$ cat src/rtl/reg_file.sv
`default_nettype none
// ============================================================================
// Module      : reg_file
// Description : General-purpose register file for the Octa16 datapath.
//               2**ADDR_W registers of DATA_W bits each. There are two
//               asynchronous read ports and one synchronous write port.
//               Register 0 is an ordinary writable register.
//
// Ports       : clk    in   1       clock; all state updates on rising edge
//               rst    in   1       synchronous active-high reset, clears all
//               wr_en  in   1       write enable
//               rd     in   ADDR_W  write address
//               din    in   DATA_W  write data
//               rs1    in   ADDR_W  read address, port 1
//               rs2    in   ADDR_W  read address, port 2
//               r1     out  DATA_W  read data, port 1
//               r2     out  DATA_W  read data, port 2
//
// Options     : REGFILE_BYPASS_EN - when defined, each read port forwards din
//               combinationally when it addresses the register being written
//               (wr_en=1, rst=0). When undefined, reads always return the
//               stored contents.
//
// Revision    : 1.0 - initial release
// ============================================================================
module reg_file #(
    parameter int DATA_W = 8,
    parameter int ADDR_W = 3
) (
    input  logic              clk,
    input  logic              rst,
    input  logic              wr_en,
    input  logic [ADDR_W-1:0] rd,
    input  logic [DATA_W-1:0] din,
    input  logic [ADDR_W-1:0] rs1,
    input  logic [ADDR_W-1:0] rs2,
    output logic [DATA_W-1:0] r1,
    output logic [DATA_W-1:0] r2
);

    localparam int C_DEPTH = 2 ** ADDR_W;

    logic [DATA_W-1:0] r_regs [C_DEPTH];

    // Reset takes priority, so a write on a reset edge is discarded.
    always_ff @(posedge clk) begin
        if (rst) begin
            for (int i = 0; i < C_DEPTH; i++) begin
                r_regs[i] <= '0;
            end
        end else if (wr_en) begin
            r_regs[rd] <= din;
        end
    end

    logic [DATA_W-1:0] w_rd1;
    logic [DATA_W-1:0] w_rd2;

    assign w_rd1 = r_regs[rs1];
    assign w_rd2 = r_regs[rs2];

`ifdef REGFILE_BYPASS_EN
    // Write-through: a read of the register being written sees din in the
    // same cycle. Gated by rst because a reset edge drops the write.
    logic w_wr_live;
    assign w_wr_live = wr_en & ~rst;

    generate
        if (1) begin : g_bypass
            assign r1 = (w_wr_live && (rs1 == rd)) ? din : w_rd1;
            assign r2 = (w_wr_live && (rs2 == rd)) ? din : w_rd2;
        end
    endgenerate
`else
    // No forwarding: a same-cycle read shows the old value until the edge.
    generate
        if (1) begin : g_no_bypass
            assign r1 = w_rd1;
            assign r2 = w_rd2;
        end
    endgenerate
`endif

endmodule
`default_nettype wire

$ cat config.mk
export PLATFORM = sky130hd
export DESIGN_NAME = reg_file
export DESIGN_NICKNAME = d
export VERILOG_FILES = /design/src/rtl/reg_file.sv
export SDC_FILE = /design/constraint.sdc
export NUM_CORES = 1
export LEC_CHECK = 0
export BUFFER_PORTS_ARGS = -buffer_cell sky130_fd_sc_hd__buf_2
export CELL_PAD_IN_SITES_DETAIL_PLACEMENT = 0
export CELL_PAD_IN_SITES_GLOBAL_PLACEMENT = 1
export CORE_MARGIN = 8
export CORE_UTILIZATION = 45
export DETAILED_ROUTE_END_ITERATION = 6
export PLACE_DENSITY = 0.78
export SLEW_MARGIN = 20
export SYNTH_ARGS = -nofsm -noshare
export SYNTH_HDL_FRONTEND = slang
export SYNTH_SLANG_ARGS = --single-unit
$ cat constraint.sdc
create_clock -name clk -period 1.8 [get_ports clk]
set_clock_uncertainty 0.2 [all_clocks]
set_input_delay 0.09 -clock clk [delete_from_list [all_inputs] [get_ports clk]]
set_output_delay 0.09 -clock clk [all_outputs]
set_load 0.03 [all_outputs]
==> impl_results.md, run 1 <==
* Synth cell types at 17
* Initial core utilization at 46.1%
* DR DRC count at 0
* WL/cell at 22.9 um
* Worst Tran Pin Value at 0.406 ns
* CTS Hold Bufs at 0
* Max cap viols at 0
* ANT cells at 0
* Die H at 105 um
* Setup TNS at -2.23 ns
* Detailed Place HPWL at 5810 um
* Class of the worst hold path: in -> reg
* Final setup fails at 16
* Register name with the most flops: r_regs
* Syn avg cell area at 15.9 sq um
* Setup crit end kind: output pin
* Vias at 2154
* Core area at 7650 sq um
* CTS Buf Count at 9
* Full die area at 10900 sq um
* Maximum VDD drop at 0.383 mV
* RSZ-0062 raised after global routing: yes
* Switching share of power at 27.1%
* Max reg flops at 64
* GPL Wtd Cong at 0.755
* Register area at 1920 sq um
* Status: finished, violations left
* Internal at 2570 uW
* LEAKAGE at 0.00136 uW
* Syn Nets at 242
* CTS max path bufs at 2
* Cell Area, Synth at 3530 sq um
* Required time worst endpoint at 1.51 ns
* Register share of total power at 50.7%
* Pins Over Slew Limit at 0
* Iter 0 DRT Violations at 160
* Via density at 5.82
* Peak Freq at 508 MHz
* Vias in the first global route at 2333
* Failing checks: setup timing
* Arrival @ worst endpoint at 1.68 ns
* Final #Nets at 283
* Largest net degree at the start of global routing at 25
* Crit path kind: reg -> out
* Row count at 32
* Max-Slew Margin vs Limit at 72.9%
* Clk sinks at 64
* Drt total wl at 8460 um
* Root buf cell: clkbuf_8
* CTS tree: done
* All-Layer GR Usage at 16.2%
* Core Util, Final at 53.1%
* Flops & latches, synth at 64
* I/O Buffers at 35
* Clk pwr share at 29.0%
* First-pass GRT wire length at 13400 um
* Period utilisation layout at 109%
* Drt pass-1 iters at 4
* I/O pins at 36
* PwrDens at 868 nW/um^2
* Net Switching at 955 uW
* Post-layout min period at 1.97 ns
* Filler cell count at 669
* Crit-path max FO at 2
* Combinational power share at 20.3%
* Max H-tree Level at 3
* Area Overhead vs Synth at 15.1%
* Commonest cells after routing, fill and taps aside: 64 x nor3_1, 64 x edfxtp_1, 32 x mux4_2, 19 x buf_2, 17 x buf_4
* Area of the multi-input gates at 1370 sq um
* Final Hold Viols at 0
* Crit start category: flip-flop
* Post CTS Setup Buffer Count at 0
* Sequential area share after synthesis at 54.5%
* Final setup margin at -0.170 ns
* Syn Inst Count at 222
* Die X at 105 um
* Top Registers: r_regs x64
* Global route overflow at 0
* Clock transition at the registers of the reported paths at 0.07 ns
* Post-route ant nets at 0
* Warnings from Yosys at 0
* Initial antenna violation count at 0
* Layout cells sized above 1 at 44.0%
synth_stat cells (all sizes together):
master  number  area (sq um)
clkinv       8          30.0
nand2b       2          12.5
clkbuf      12          45.0
or3b         1          8.76
mux4        32           830
or2          1          6.26
nand3b       1          7.51
nor3        64           320
edfxtp      64          1920
mux2        16           180
buf         12           100
o21bai       8          60.1
nand2        1          3.75
logic make-up (layout without fill, tap and decap cells):
logic type	Yosys count	after routing	synth area share, %
flip-flops	64	64	54.5
multiplexers	48	48	28.6
buffers and inverters	32	78	4.97
AO/OA/AOI/OAI	8	8	1.70
AND/OR/NAND/NOR	70	70	10.2
final timing paths:
kind	slack (ns)	cells after the start	from	to
max	-0.17	3	r_regs[0][7]	r1[7]
min	0.02	3	din[2]	r_regs[3][2]
worst max-delay path: stages (launching register included):
cell and delay, ns:
edfxtp_1 0.42, mux4_2 0.47, mux2_4 0.30, buf_6 0.14
power by group through the flow:
stage	logic, uW	registers [uW]	clock network, uW
2_1_floorplan	425	1790	0
3_3_place_gp	592	1800	0
3_5_place_dp	602	1810	0
4_1_cts	714	1790	1020
5_1_grt	755	1800	1080
6_report	714	1790	1020
cell type report:
class / count / area share, %
Clock buffer: 9 / 3.05
Sequential cell: 64 / 47.4
Timing Repair Buffer: 54 / 10.9
Clock inverter: 7 / 0.956
Multi-Input combinational cell: 126 / 33.8
Inverter: 8 / 0.740
Tap cell: 102 / 3.15
per-layer routing:
metal  up-vias  part of all wire (%)  GRT usage [%]
met2        80                    57           29.8
met3        14                   5.9           1.98
met1      1080                    35           18.0
li1        980                     -              -
met5         -                     0              0
met4         0                   1.9           7.86
metrics by stage:
stage / hold WS (ns) / area (sq um) / power, uW / setup slack [ns] / instances
3_3_place_gp: 0.361 / 3850 / 2390 / 0.0908 / 354
3_5_place_dp: 0.376 / 3850 / 2410 / 0.0676 / 354
5_1_grt: 0.0405 / 4060 / 3630 / -0.208 / 370
6_report: 0.0249 / 4060 / 3520 / -0.170 / 370
2_1_floorplan: 0.223 / 3530 / 2210 / -0.0916 / 222
4_1_cts: 0.0193 / 4040 / 3520 / -0.185 / 370
repair_timing:
action / 4_1_cts / 5_1_grt
pin swaps: 0 / 0
setup endpoints to repair: 16 / 16
gates resized for setup: 71 / 4
Power figures use the tool's default switching activity.
==> run 2, diff against run 1 <==
- CORE_UTILIZATION: 45 -> 50
- PLACE_DENSITY: 0.78 -> 0.82
- clock period: 1.8 -> 2.4 ns (I/O delays scaled with it)
==> run 2 against run 1 <==
The flow now finishes without violations. Sequential power down 25%. Non-clock buffer count down 6. Combinational power down 39%. Sequential share of layout area up 0.59 points. Routed wire length down 0.15%. Sequential cell count unchanged. Clock-buffer cell count unchanged. Final area down 1.2%. Largest cell class unchanged. Highest routed layer unchanged.
==> impl_results.md, run 2 (synthesis results as in run 1) <==
* Status: completed
* Initial antenna violation count at 0
* Initial core utilization at 51.9%
* Dpl cell area at 3770 sq um
* Detailed Place HPWL at 5770 um
* Crit-path max FO at 2
* Max cap viols at 0
* Drt total wl at 8450 um
* Vias in the first global route at 2315
* Drt pass-1 iters at 4
* Worst Tran Pin Value at 0.630 ns
* Final #Nets at 277
* Full die area at 10000 sq um
* Required time worst endpoint at 2.08 ns
* Clk sinks at 64
* Pins Over Slew Limit at 0
* Post-layout min period at 2.13 ns
* Crit path kind: reg -> out
* Die H at 100 um
* Top Registers: r_regs x64
* Global route overflow at 0
* Crit start category: flip-flop
* Post-cts sizing count at 0
* Arrival @ worst endpoint at 1.81 ns
* Final setup fails at 0
* Root buf cell: clkbuf_8
* Post-route ant nets at 0
* Max H-tree Level at 3
* GPL Wtd Cong at 0.764
* LEAKAGE at 0.00138 uW
* ANT cells at 0
* Post-place setup slack at 0.450 ns
* All-Layer GR Usage at 17.5%
* Final Hold Viols at 0
* Period utilisation layout at 88.9%
* I/O Buffers at 35
* Peak Freq at 469 MHz
* CTS tree: done
* Vias at 2217
* Tot Pwr at 2850 uW
* Clock transition at the registers of the reported paths at 0.07 ns
* Maximum VDD drop at 0.379 mV
* Max reg flops at 64
* WL/cell at 23.6 um
* Iter 0 DRT Violations at 116
* I/O pins at 36
* Via density at 6.19
* Core area at 6790 sq um
* Max-Slew Margin vs Limit at 57.9%
* Register name with the most flops: r_regs
* Layout cells sized above 1 at 31.7%
* Largest net degree at the start of global routing at 22
* CTS Buf Count at 9
* Filler cell count at 521
* Area Overhead vs Synth at 13.7%
* First-pass GRT wire length at 12700 um
* Final instance area at 4010 sq um
* Die X at 100 um
* CTS max path bufs at 2
* Setup TNS at 0 ns
* Setup crit end kind: output pin
* Final setup margin at 0.266 ns
* PwrDens at 712 nW/um^2
* CTS Hold Bufs at 0
* Commonest cells after routing, fill and taps aside: 64 x nor3_1, 64 x edfxtp_1, 35 x buf_2, 29 x mux4_1, 16 x mux2_2
* Post CTS Setup Buffer Count at 0
* DR DRC count at 0
* RSZ-0062 raised after global routing: no
* Class of the worst hold path: in -> reg
* Row count at 30
[run 2: cell types whose count changed in the layout (fill, tap and decap cells not counted)]
cell / previous run / this run
buf_12: 2 / 0
buf_2: 19 / 35
buf_4: 17 / 13
buf_6: 16 / 0
bufinv_16: 0 / 3
clkinv_2: 3 / 1
clkinv_4: 1 / 0
mux2_2: 2 / 16
mux2_4: 14 / 0
mux4_1: 0 / 29
mux4_2: 32 / 3
[run 2: area by class of cell]
type,instances,area [sq um],area share [%]
Sequential cell,64,1920,48.0
Multi-Input combinational cell,126,1430,35.7
Timing Repair Buffer,48,273,6.81
Clock buffer,9,124,3.09
Tap cell,96,120,3.00
Clock inverter,7,110,2.75
Inverter,8,30.0,0.749
[run 2: path summary, 6_finish.rpt]
kind | from | to | slack [ns] | cells after the start
worst max-delay path | r_regs[3][0] | r1[0] | 0.27 | 3
worst min-delay path | din[1] | r_regs[1][1] | 0.05 | 3
[run 2: per-stage QoR]
stage          instances  utilization (%)  hold WS (ns)
2_1_floorplan        222                -         0.253
3_3_place_gp         342             55.5         0.392
3_5_place_dp         342             55.5         0.399
4_1_cts              358             59.0        0.0385
5_1_grt              358             59.0        0.0692
6_report             358             59.0        0.0524
[run 2: critical path, stage by stage, from the launching register on]
cell and delay (ns):
edfxtp_1 0.43, mux4_1 0.55, mux2_2 0.30, buf_2 0.18
[run 2: routing by layer]
| metal | vias up | GRT usage, % | part of all wire, % |
|---|---|---|---|
| li1 | 994 | - | - |
| met1 | 1126 | 18.1 | 36 |
| met2 | 74 | 31.2 | 54 |
| met3 | 23 | 2.98 | 5.3 |
| met4 | 0 | 13.4 | 4.1 |
| met5 | - | 0 | 0 |
[run 2: where the power goes]
part / switching, uW / leakage [uW] / total, uW / internal [uW]
clock: 400 / 0.000114 / 1080 / 680
sequential: 36.7 / 0.000613 / 1340 / 1300
combinational: 254 / 0.000657 / 434 / 180
total: 691 / 0.00138 / 2850 / 2160
